`config.mk`:
```
export PLATFORM = sky130hd
export DESIGN_NAME = branch_predictor_flat
export DESIGN_NICKNAME = d
export VERILOG_FILES = /design/src/rtl/branch_predictor_pkg.sv /design/src/rtl/branch_predictor_if.sv /design/src/rtl/branch_predictor_sat_ctr2.sv /design/src/rtl/branch_predictor.sv /design/src/flat_wrapper.sv
export SDC_FILE = /design/constraint.sdc
export NUM_CORES = 2
export LEC_CHECK = 0
export CAP_MARGIN = 20
export CELL_PAD_IN_SITES_DETAIL_PLACEMENT = 0
export CELL_PAD_IN_SITES_GLOBAL_PLACEMENT = 1
export CORE_AREA = 2 2 308 310
export DETAILED_ROUTE_END_ITERATION = 10
export DIE_AREA = 0 0 310 312
export PLACE_DENSITY_LB_ADDON = 0.1
export RECOVER_POWER = 25
export SYNTH_ARGS = -nofsm -noshare
export SYNTH_HDL_FRONTEND = slang
export SYNTH_SLANG_ARGS = --single-unit
```
`constraint.sdc`:
```
create_clock -name clk -period 49.9 [get_ports clk]
set_input_delay 9.98 -clock clk [delete_from_list [all_inputs] [get_ports clk]]
set_output_delay 9.98 -clock clk [all_outputs]
set_load 0.02 [all_outputs]
```
`src/rtl/branch_predictor_pkg.sv`:
```
// Shared definitions for the fetch-side branch predictor: the 2-bit
// saturating counter encodings plus the reset and allocate counter values.
package erv24_bp_pkg;

  typedef enum logic [1:0] {
    CTR_SNT = 2'b00,
    CTR_WNT = 2'b01,
    CTR_WT  = 2'b10,
    CTR_ST  = 2'b11
  } ctr_e;

  // Counter value after reset: weakly not-taken, so a single taken outcome
  // is enough to flip the prediction.
  localparam ctr_e CTR_RESET = CTR_WNT;

  // Counter value for a newly allocated entry: weakly taken.
  localparam ctr_e CTR_ALLOC = CTR_WT;

  // The upper counter bit is the taken/not-taken decision.
  function automatic logic ctr_is_taken(input ctr_e ctr);
    return ctr[1];
  endfunction

endpackage

```
`src/rtl/branch_predictor_if.sv`:
```
// Fetch/resolve bundle between the pipeline and the branch predictor.
// The master side is the pipeline (fetch PC, resolved branches); the slave
// side is the predictor (prediction and statistics).
interface branch_predictor_if;

  logic        ena;
  logic [31:0] fetch_pc;
  logic        pred_taken;
  logic [31:0] pred_target;
  logic        upd_valid;
  logic [31:0] upd_pc;
  logic [31:0] upd_target;
  logic        upd_taken;
  logic        upd_pred_taken;
  logic [31:0] stat_branches;
  logic [31:0] stat_mispredicts;

  modport master (
    output ena, fetch_pc, upd_valid, upd_pc, upd_target, upd_taken, upd_pred_taken,
    input  pred_taken, pred_target, stat_branches, stat_mispredicts
  );

  modport slave (
    input  ena, fetch_pc, upd_valid, upd_pc, upd_target, upd_taken, upd_pred_taken,
    output pred_taken, pred_target, stat_branches, stat_mispredicts
  );

endinterface

```
`src/rtl/branch_predictor_sat_ctr2.sv`:
```
// 2-bit saturating counter update: one step toward taken or not-taken,
// holding at ST and SNT.
module bp_sat_ctr2
  import erv24_bp_pkg::*;
(
  input  ctr_e ctr_i,
  input  logic taken_i,
  output ctr_e ctr_o
);

  // Next counter value from current value and resolved outcome.
  always_comb begin
    ctr_o = ctr_i;
    case (ctr_i)
      CTR_SNT: ctr_o = taken_i ? CTR_WNT : CTR_SNT;
      CTR_WNT: ctr_o = taken_i ? CTR_WT  : CTR_SNT;
      CTR_WT:  ctr_o = taken_i ? CTR_ST  : CTR_WNT;
      CTR_ST:  ctr_o = taken_i ? CTR_ST  : CTR_WT;
      default: ctr_o = CTR_RESET;
    endcase
  end

endmodule

```
`src/rtl/branch_predictor.sv`:
```
// Direct-mapped BTB with a 2-bit saturating counter per entry.
// Lookup is combinational from fetch_pc; training happens at the clock edge
// when a conditional branch resolves. There is no lookup/update bypass: a
// lookup in the same cycle as an update sees the pre-update entry.
// Optional feature: define BP_STATS_EN to build the resolved-branch and
// misprediction counters; otherwise both statistic outputs read 0.
module branch_predictor
  import erv24_bp_pkg::*;
#(
  parameter int IDX_BITS = 4
) (
  input  logic               clk,
  input  logic               reset,
  branch_predictor_if.slave  bp
);

  localparam int ENTRIES = 1 << IDX_BITS;
  localparam int TAG_W   = 30 - IDX_BITS;

  // Table storage kept in flops so that reset can clear every entry.
  logic             valid_q [ENTRIES];
  logic [TAG_W-1:0] tag_q   [ENTRIES];
  logic [30:0]      tgt_q   [ENTRIES];
  ctr_e             ctr_q   [ENTRIES];

  logic [IDX_BITS-1:0] f_idx_s;
  logic [TAG_W-1:0]    f_tag_s;
  logic                f_hit_s;

  logic [IDX_BITS-1:0] u_idx_s;
  logic [TAG_W-1:0]    u_tag_s;
  logic                u_hit_s;
  ctr_e                u_ctr_next_s;

  logic                upd_we_d;
  logic                upd_valid_d;
  logic [TAG_W-1:0]    upd_tag_d;
  logic [30:0]         upd_tgt_d;
  ctr_e                upd_ctr_d;

  // Lookup side.
  assign f_idx_s = bp.fetch_pc[IDX_BITS+1:2];
  assign f_tag_s = bp.fetch_pc[31:IDX_BITS+2];
  assign f_hit_s = valid_q[f_idx_s] && (tag_q[f_idx_s] == f_tag_s);

  assign bp.pred_taken  = bp.ena & f_hit_s & ctr_is_taken(ctr_q[f_idx_s]);
  assign bp.pred_target = f_hit_s ? {tgt_q[f_idx_s], 1'b0} : 32'h0000_0000;

  // Update side.
  assign u_idx_s = bp.upd_pc[IDX_BITS+1:2];
  assign u_tag_s = bp.upd_pc[31:IDX_BITS+2];
  assign u_hit_s = valid_q[u_idx_s] && (tag_q[u_idx_s] == u_tag_s);

  bp_sat_ctr2 u_sat_ctr (
    .ctr_i   (ctr_q[u_idx_s]),
    .taken_i (bp.upd_taken),
    .ctr_o   (u_ctr_next_s)
  );

  // Decide whether and how the indexed entry is rewritten by a resolved branch.
  always_comb begin
    upd_we_d    = 1'b0;
    upd_valid_d = valid_q[u_idx_s];
    upd_tag_d   = tag_q[u_idx_s];
    upd_tgt_d   = tgt_q[u_idx_s];
    upd_ctr_d   = ctr_q[u_idx_s];
    if (bp.ena && bp.upd_valid) begin
      if (u_hit_s) begin
        upd_we_d  = 1'b1;
        upd_ctr_d = u_ctr_next_s;
        if (bp.upd_taken) begin
          upd_tgt_d = bp.upd_target[31:1];
        end else begin
          upd_tgt_d = tgt_q[u_idx_s];
        end
      end else if (bp.upd_taken) begin
        // Taken miss replaces whatever lived at this index.
        upd_we_d    = 1'b1;
        upd_valid_d = 1'b1;
        upd_tag_d   = u_tag_s;
        upd_tgt_d   = bp.upd_target[31:1];
        upd_ctr_d   = CTR_ALLOC;
      end else begin
        upd_we_d = 1'b0;
      end
    end else begin
      upd_we_d = 1'b0;
    end
  end

  // Table register: async clear, single-entry write per cycle.
  always_ff @(posedge clk or posedge reset) begin
    if (reset) begin
      for (int i = 0; i < ENTRIES; i++) begin
        valid_q[i] <= 1'b0;
        tag_q[i]   <= '0;
        tgt_q[i]   <= 31'h0000_0000;
        ctr_q[i]   <= CTR_RESET;
      end
    end else if (upd_we_d) begin
      valid_q[u_idx_s] <= upd_valid_d;
      tag_q[u_idx_s]   <= upd_tag_d;
      tgt_q[u_idx_s]   <= upd_tgt_d;
      ctr_q[u_idx_s]   <= upd_ctr_d;
    end
  end

  logic unused_s;

`ifdef BP_STATS_EN
  logic [31:0] stat_branches_q;
  logic [31:0] stat_mispredicts_q;

  // Resolved-branch and misprediction counters, wrapping at 32 bits.
  always_ff @(posedge clk or posedge reset) begin
    if (reset) begin
      stat_branches_q    <= 32'h0000_0000;
      stat_mispredicts_q <= 32'h0000_0000;
    end else if (bp.ena && bp.upd_valid) begin
      stat_branches_q <= stat_branches_q + 32'd1;
      if (bp.upd_taken != bp.upd_pred_taken) begin
        stat_mispredicts_q <= stat_mispredicts_q + 32'd1;
      end
    end
  end

  assign bp.stat_branches    = stat_branches_q;
  assign bp.stat_mispredicts = stat_mispredicts_q;
  assign unused_s = ^{bp.fetch_pc[1:0], bp.upd_pc[1:0], bp.upd_target[0]};
`else
  assign bp.stat_branches    = 32'h0000_0000;
  assign bp.stat_mispredicts = 32'h0000_0000;
  assign unused_s = ^{bp.fetch_pc[1:0], bp.upd_pc[1:0], bp.upd_target[0],
                      bp.upd_pred_taken};
`endif

endmodule
```
`src/flat_wrapper.sv`:
```
// flat-port wrapper written by rule: the top's interface ports become plain ports
module branch_predictor_flat import erv24_bp_pkg::*;
#(
  parameter int IDX_BITS = 4
)
  (clk, reset, bp_ena, bp_fetch_pc, bp_upd_valid, bp_upd_pc, bp_upd_target, bp_upd_taken, bp_upd_pred_taken, bp_pred_taken, bp_pred_target, bp_stat_branches, bp_stat_mispredicts);
  branch_predictor_if bp_i ();
  input  logic clk;
  input  logic reset;
  input wire logic [$bits(bp_i.ena)-1:0] bp_ena;
  input wire logic [$bits(bp_i.fetch_pc)-1:0] bp_fetch_pc;
  input wire logic [$bits(bp_i.upd_valid)-1:0] bp_upd_valid;
  input wire logic [$bits(bp_i.upd_pc)-1:0] bp_upd_pc;
  input wire logic [$bits(bp_i.upd_target)-1:0] bp_upd_target;
  input wire logic [$bits(bp_i.upd_taken)-1:0] bp_upd_taken;
  input wire logic [$bits(bp_i.upd_pred_taken)-1:0] bp_upd_pred_taken;
  output wire logic [$bits(bp_i.pred_taken)-1:0] bp_pred_taken;
  output wire logic [$bits(bp_i.pred_target)-1:0] bp_pred_target;
  output wire logic [$bits(bp_i.stat_branches)-1:0] bp_stat_branches;
  output wire logic [$bits(bp_i.stat_mispredicts)-1:0] bp_stat_mispredicts;
  assign bp_i.ena = bp_ena;
  assign bp_i.fetch_pc = bp_fetch_pc;
  assign bp_i.upd_valid = bp_upd_valid;
  assign bp_i.upd_pc = bp_upd_pc;
  assign bp_i.upd_target = bp_upd_target;
  assign bp_i.upd_taken = bp_upd_taken;
  assign bp_i.upd_pred_taken = bp_upd_pred_taken;
  assign bp_pred_taken = bp_i.pred_taken;
  assign bp_pred_target = bp_i.pred_target;
  assign bp_stat_branches = bp_i.stat_branches;
  assign bp_stat_mispredicts = bp_i.stat_mispredicts;
  branch_predictor #(.IDX_BITS(IDX_BITS)) u_core (.clk(clk), .reset(reset), .bp(bp_i));
endmodule
```
==> flow_summary.html <==
<table>
<tr><th>Metric</th><th>Value</th></tr>
<tr><th colspan="2">Min path</th></tr>
<tr><td>Hold path startpoint</td><td>u_core.valid_q[10]</td></tr>
<tr><td>Path type of the worst min-delay path</td><td>register to register</td></tr>
<tr><td>Endpoint of the worst hold-timing path</td><td>u_core.valid_q[10]</td></tr>
<tr><td>Number of cells traversed by the worst hold path</td><td>1</td></tr>
<tr><th colspan="2">Synth</th></tr>
<tr><td>Number of register bits inferred by synthesis</td><td>960</td></tr>
<tr><td>Post-synth EDFFs</td><td>0</td></tr>
<tr><td>Count of cell types in the netlist</td><td>62</td></tr>
<tr><td>YS warnings</td><td>0</td></tr>
<tr><td>Syn_area_per_cell</td><td>15.5 sq um</td></tr>
<tr><td>Async SR Flop Fraction</td><td>1.00</td></tr>
<tr><td>Post-synthesis instance total</td><td>3416</td></tr>
<tr><td>Most used flip-flop cell after synthesis</td><td>sky130_fd_sc_hd__dfrtp_1</td></tr>
<tr><td>Netlist Area Pre-Place</td><td>0.0530 sq mm</td></tr>
<tr><td>Sequential cell area fraction in the yosys report</td><td>0.454</td></tr>
<tr><th colspan="2">Power</th></tr>
<tr><td>Maximum resistive drop on vdd</td><td>0.0000316 V</td></tr>
<tr><td>Standby leakage power</td><td>26.2 nW</td></tr>
<tr><td>Power per cell area</td><td>32.2 mW/mm^2</td></tr>
<tr><td>Overall power after layout</td><td>1.89 mW</td></tr>
<tr><th colspan="2">Routing</th></tr>
<tr><td>Average wire length per cell after detail routing</td><td>31.2 um</td></tr>
<tr><td>Count of TritonRoute iterations in the first routing pass</td><td>5</td></tr>
<tr><td>Post-route DRC violation count</td><td>0</td></tr>
<tr><td>Post-Route WL</td><td>148000 um</td></tr>
<tr><td>Detail-routed via count per cell</td><td>6.80</td></tr>
<tr><td>Final antenna-violating net count</td><td>0</td></tr>
<tr><td>Total via count in the routed design</td><td>32300</td></tr>
<tr><td>Number of violations reported at the end of detailed-routing iteration 0</td><td>2833</td></tr>
<tr><th colspan="2">Placed design</th></tr>
<tr><td>Post-Place Worst Slack</td><td>23.98 ns</td></tr>
<tr><td>Sum of net half-perimeters after detailed placement</td><td>86100 um</td></tr>
<tr><td>Final Wtd Congestion</td><td>0.866</td></tr>
<tr><td>Port Buffer Count</td><td>127</td></tr>
<tr><th colspan="2">Status</th></tr>
<tr><td>Failing checks</td><td>capacitance limit, slew limit</td></tr>
<tr><td>Result of the run</td><td>finished, violations left</td></tr>
<tr><th colspan="2">Finish</th></tr>
<tr><td>Filler cell count</td><td>6828</td></tr>
<tr><td>Layout overhead on the synthesized area</td><td>10.5%</td></tr>
<tr><td>Register Area</td><td>0.0240 sq mm</td></tr>
<tr><td>Post-layout nets</td><td>3517</td></tr>
<tr><td>Fraction of final layout cells sized beyond drive strength 1</td><td>0.505</td></tr>
<tr><td>Area used by multi-input combinational logic</td><td>0.0273 sq mm</td></tr>
<tr><th colspan="2">Floorplanning</th></tr>
<tr><td>Die outline height</td><td>312 um</td></tr>
<tr><td>Count of boundary I/O pins</td><td>199</td></tr>
<tr><td>DIE WIDTH</td><td>310 um</td></tr>
<tr><td>Number of rows in the core area</td><td>112</td></tr>
<tr><td>Initial standard-cell utilization of the core</td><td>0.570</td></tr>
<tr><td>Core ar.</td><td>0.0930 sq mm</td></tr>
<tr><td>DIE AREA</td><td>0.0967 sq mm</td></tr>
<tr><th colspan="2">GRT</th></tr>
<tr><td>Antenna violations before repair</td><td>5</td></tr>
<tr><td>Global-route wire length before repair</td><td>224000 um</td></tr>
<tr><td>Vias in the first global route</td><td>34400</td></tr>
<tr><td>Maximum number of pins on one net before global-route repair</td><td>178</td></tr>
<tr><td>Overall fraction of global-route tracks in use</td><td>0.313</td></tr>
<tr><td>Overflow left after global routing</td><td>0</td></tr>
<tr><th colspan="2">STA</th></tr>
<tr><td>Final critical delay including setup and external delays</td><td>25.80 ns</td></tr>
<tr><td>Final setup violation count</td><td>0</td></tr>
<tr><td>Fin Setup TNS</td><td>0 ns</td></tr>
<tr><td>Maximum clock frequency</td><td>0.0388 GHz</td></tr>
<tr><td>Fin. Hold Viols</td><td>0</td></tr>
<tr><td>Worst-margin pin slew</td><td>8.59 ns</td></tr>
<tr><td>Fraction of the cycle the final worst path needs</td><td>0.517</td></tr>
<tr><td>Largest clock skew in the final design</td><td>0.0267 ns</td></tr>
<tr><td>Number of slew-limit violations in the final report</td><td>491</td></tr>
<tr><td>Worst slew slack as a fraction of its limit</td><td>-4.73</td></tr>
<tr><td>RSZ-0062 raised after global routing</td><td>false</td></tr>
<tr><td>Final WS setup</td><td>24.10 ns</td></tr>
<tr><th colspan="2">Clock tree</th></tr>
<tr><td>Clock root buffer master</td><td>sky130_fd_sc_hd__clkbuf_16</td></tr>
<tr><td>Post-cts gate resize count</td><td>0</td></tr>
<tr><td>Hold Buf Count CTS</td><td>0</td></tr>
<tr><td>Number of H-tree branching levels</td><td>3</td></tr>
<tr><td>Inserted Clock Buffers</td><td>106</td></tr>
<tr><td>Clock tree from TritonCTS</td><td>done</td></tr>
<tr><td>Post-CTS Setup Repair Bufs</td><td>0</td></tr>
<tr><td>Clock latency reported for the late side of the worst-skew pair</td><td>0.69 ns</td></tr>
<tr><td>Maximum clock insertion buffer count</td><td>3</td></tr>
<tr><td>Register clock-pin slew on the reported worst setup and hold paths</td><td>0.06 ns</td></tr>
<tr><td>Sink Count</td><td>960</td></tr>
<tr><th colspan="2">Critical path</th></tr>
<tr><td>Arrival time worst endpoint</td><td>15.82 ns</td></tr>
<tr><td>Destination of the worst register-to-register timing path</td><td>u_core.tgt_q[50]</td></tr>
<tr><td>Maximum fanout along the worst path</td><td>54</td></tr>
<tr><td>Logic depth of the worst register-to-register path</td><td>11</td></tr>
<tr><td>Reg2Reg Setup Slack</td><td>43.80 ns</td></tr>
<tr><td>Start of the worst register-to-register path</td><td>u_core.tag_q[226]</td></tr>
<tr><td>Type of element capturing the critical path</td><td>output port</td></tr>
<tr><td>Launching element type of the critical path</td><td>input port</td></tr>
<tr><td>Critical Path RT</td><td>39.92 ns</td></tr>
<tr><td>Kind of critical path</td><td>input port to output port</td></tr>
<tr><th colspan="2">Job</th></tr>
<tr><td>Number of max-cap violations</td><td>6</td></tr>
</table>
==> cell usage after synthesis (4+ instances only) <==
cell / number / area share
sky130_fd_sc_hd__a21oi_1: 16 / 0.0015
sky130_fd_sc_hd__a221oi_1: 6 / 0.00099
sky130_fd_sc_hd__nand4_1: 9 / 0.0011
sky130_fd_sc_hd__a211oi_1: 7 / 0.00099
sky130_fd_sc_hd__xnor2_1: 36 / 0.0059
sky130_fd_sc_hd__nor2_1: 22 / 0.0016
sky130_fd_sc_hd__mux4_2: 536 / 0.23
sky130_fd_sc_hd__dfstp_2: 16 / 0.0079
sky130_fd_sc_hd__o21ai_0: 20 / 0.0019
sky130_fd_sc_hd__nand2b_1: 6 / 0.00071
sky130_fd_sc_hd__nand3_1: 7 / 0.00066
sky130_fd_sc_hd__xor2_1: 16 / 0.0026
sky130_fd_sc_hd__a22oi_1: 17 / 0.0024
sky130_fd_sc_hd__dfrtp_1: 944 / 0.45
sky130_fd_sc_hd__nor2b_1: 40 / 0.0047
sky130_fd_sc_hd__inv_1: 33 / 0.0023
sky130_fd_sc_hd__o211ai_1: 4 / 0.00057
sky130_fd_sc_hd__o22ai_1: 11 / 0.0013
sky130_fd_sc_hd__nor4_1: 4 / 0.00047
sky130_fd_sc_hd__nor3_1: 19 / 0.0018
sky130_fd_sc_hd__a21o_1: 5 / 0.00071
sky130_fd_sc_hd__nand2_1: 60 / 0.0042
sky130_fd_sc_hd__a22o_1: 4 / 0.00066
sky130_fd_sc_hd__buf_1: 44 / 0.0031
sky130_fd_sc_hd__mux2_1: 89 / 0.019
sky130_fd_sc_hd__buf_2: 125 / 0.012
sky130_fd_sc_hd__nor3_2: 10 / 0.0019
sky130_fd_sc_hd__mux2i_1: 106 / 0.020
sky130_fd_sc_hd__o221ai_1: 5 / 0.00083
sky130_fd_sc_hd__or2_2: 18 / 0.0021
sky130_fd_sc_hd__nor4b_1: 4 / 0.00066
sky130_fd_sc_hd__buf_4: 76 / 0.011
sky130_fd_sc_hd__nor4_2: 6 / 0.0014
sky130_fd_sc_hd__mux2_2: 913 / 0.19
sky130_fd_sc_hd__clkbuf_1: 139 / 0.0098
==> layout make-up <==
cell class,count,share of cell area
multi-input cells,2101,0.466
flip-flops and latches,960,0.410
clock buffers,159,0.0547
repair buffers,211,0.0346
well taps,1254,0.0268
clock inverters,33,0.00474
inverters,35,0.00231
diodes,2,0.0000854
==> registers in the layout, summed over array words and instances, names as in the netlist <==
name            count
u_core.valid_q     16
u_core.tgt_q      496
u_core.ctr_q       32
u_core.tag_q      416
==> placed cells by master, fill, tap and decap left out, types with 11 or more instances in the layout <==
| master | n |
|---|---|
| sky130_fd_sc_hd__nor2_1 | 22 |
| sky130_fd_sc_hd__a21oi_1 | 16 |
| sky130_fd_sc_hd__xnor2_1 | 36 |
| sky130_fd_sc_hd__o22ai_1 | 11 |
| sky130_fd_sc_hd__mux2i_1 | 106 |
| sky130_fd_sc_hd__buf_4 | 73 |
| sky130_fd_sc_hd__nor3_1 | 17 |
| sky130_fd_sc_hd__dfstp_2 | 16 |
| sky130_fd_sc_hd__clkinv_2 | 24 |
| sky130_fd_sc_hd__or2_2 | 18 |
| sky130_fd_sc_hd__clkbuf_1 | 25 |
| sky130_fd_sc_hd__mux2_1 | 89 |
| sky130_fd_sc_hd__xor2_1 | 16 |
| sky130_fd_sc_hd__conb_1 | 65 |
| sky130_fd_sc_hd__mux4_2 | 536 |
| sky130_fd_sc_hd__nor2b_1 | 40 |
| sky130_fd_sc_hd__mux2_2 | 913 |
| sky130_fd_sc_hd__dfrtp_1 | 944 |
| sky130_fd_sc_hd__a22oi_1 | 17 |
| sky130_fd_sc_hd__o21ai_0 | 20 |
| sky130_fd_sc_hd__clkbuf_16 | 107 |
| sky130_fd_sc_hd__inv_1 | 32 |
| sky130_fd_sc_hd__nand2_1 | 59 |
| sky130_fd_sc_hd__clkdlybuf4s50_1 | 118 |
| sky130_fd_sc_hd__clkbuf_8 | 34 |
==> routing by layer <==
| metal | part of all wire | GRT usage |
|---|---|---|
| met1 | 0.41 | 0.433 |
| met2 | 0.49 | 0.508 |
| met3 | 0.061 | 0.0461 |
| met4 | 0.039 | 0.116 |
| met5 | 0.00031 | 0 |
==> worst max path at each step <==
| stage | end | slack (ns) | depth (start not counted) | start |
|---|---|---|---|---|
| 2_1_floorplan | u_core.ctr_q[11] | 12.94 | 1 | reset |
| 3_3_place_gp | bp_pred_target[19] | 24.02 | 13 | bp_fetch_pc[2] |
| 3_5_place_dp | bp_pred_target[27] | 23.98 | 13 | bp_fetch_pc[2] |
| 4_1_cts | bp_pred_target[25] | 23.97 | 13 | bp_fetch_pc[2] |
| 5_1_grt | u_core.tgt_q[274] | 23.46 | 8 | reset |
| 6_report | bp_pred_target[25] | 24.10 | 13 | bp_fetch_pc[2] |
==> worst max-delay path, stage by stage <==
cell	delay, ns
sky130_fd_sc_hd__buf_8	0.48
sky130_fd_sc_hd__buf_4	0.86
sky130_fd_sc_hd__buf_4	0.87
sky130_fd_sc_hd__mux4_2	0.61
sky130_fd_sc_hd__mux4_2	0.54
sky130_fd_sc_hd__xnor2_1	0.32
sky130_fd_sc_hd__nand4_1	0.21
sky130_fd_sc_hd__nor4_1	0.23
sky130_fd_sc_hd__buf_4	0.22
sky130_fd_sc_hd__nand4_1	0.16
sky130_fd_sc_hd__buf_4	0.30
sky130_fd_sc_hd__nor2b_1	0.20
sky130_fd_sc_hd__clkdlybuf4s50_1	0.62
==> stage by stage <==
stage          area, sq um  utilization  instances  hold slack [ns]
2_1_floorplan        53300            -       3480            0.452
4_1_cts              58500        0.628       4742            0.494
6_report             58600        0.630       4755            0.492
3_3_place_gp         55000        0.591       4548            0.468
5_1_grt              58600        0.630       4755            0.508
3_5_place_dp         55000        0.591       4550            0.480
==> power breakdown <==
part,leakage (nW),total (mW),switching [mW],internal (mW)
Sequential,13.1,0.864,0.0369,0.827
Clock,1.75,0.778,0.321,0.456
Combinational,11.4,0.248,0.126,0.122
Total,26.2,1.89,0.484,1.41
==> kinds of logic after synthesis <==
kind of cell               count (synthesis)  share of synthesized area
muxes                                   1644                      0.461
DFF                                      960                      0.454
buffers and inverters                    419                     0.0380
and+or+nand+nor                          219                     0.0231
AOI/OAI and AO/OA                        120                     0.0160
xor gates and xnor gates                  52                    0.00859
adders and majority gates                  1                   0.000189
other                                      1                  0.0000707
(Power assumes the default switching activity.)
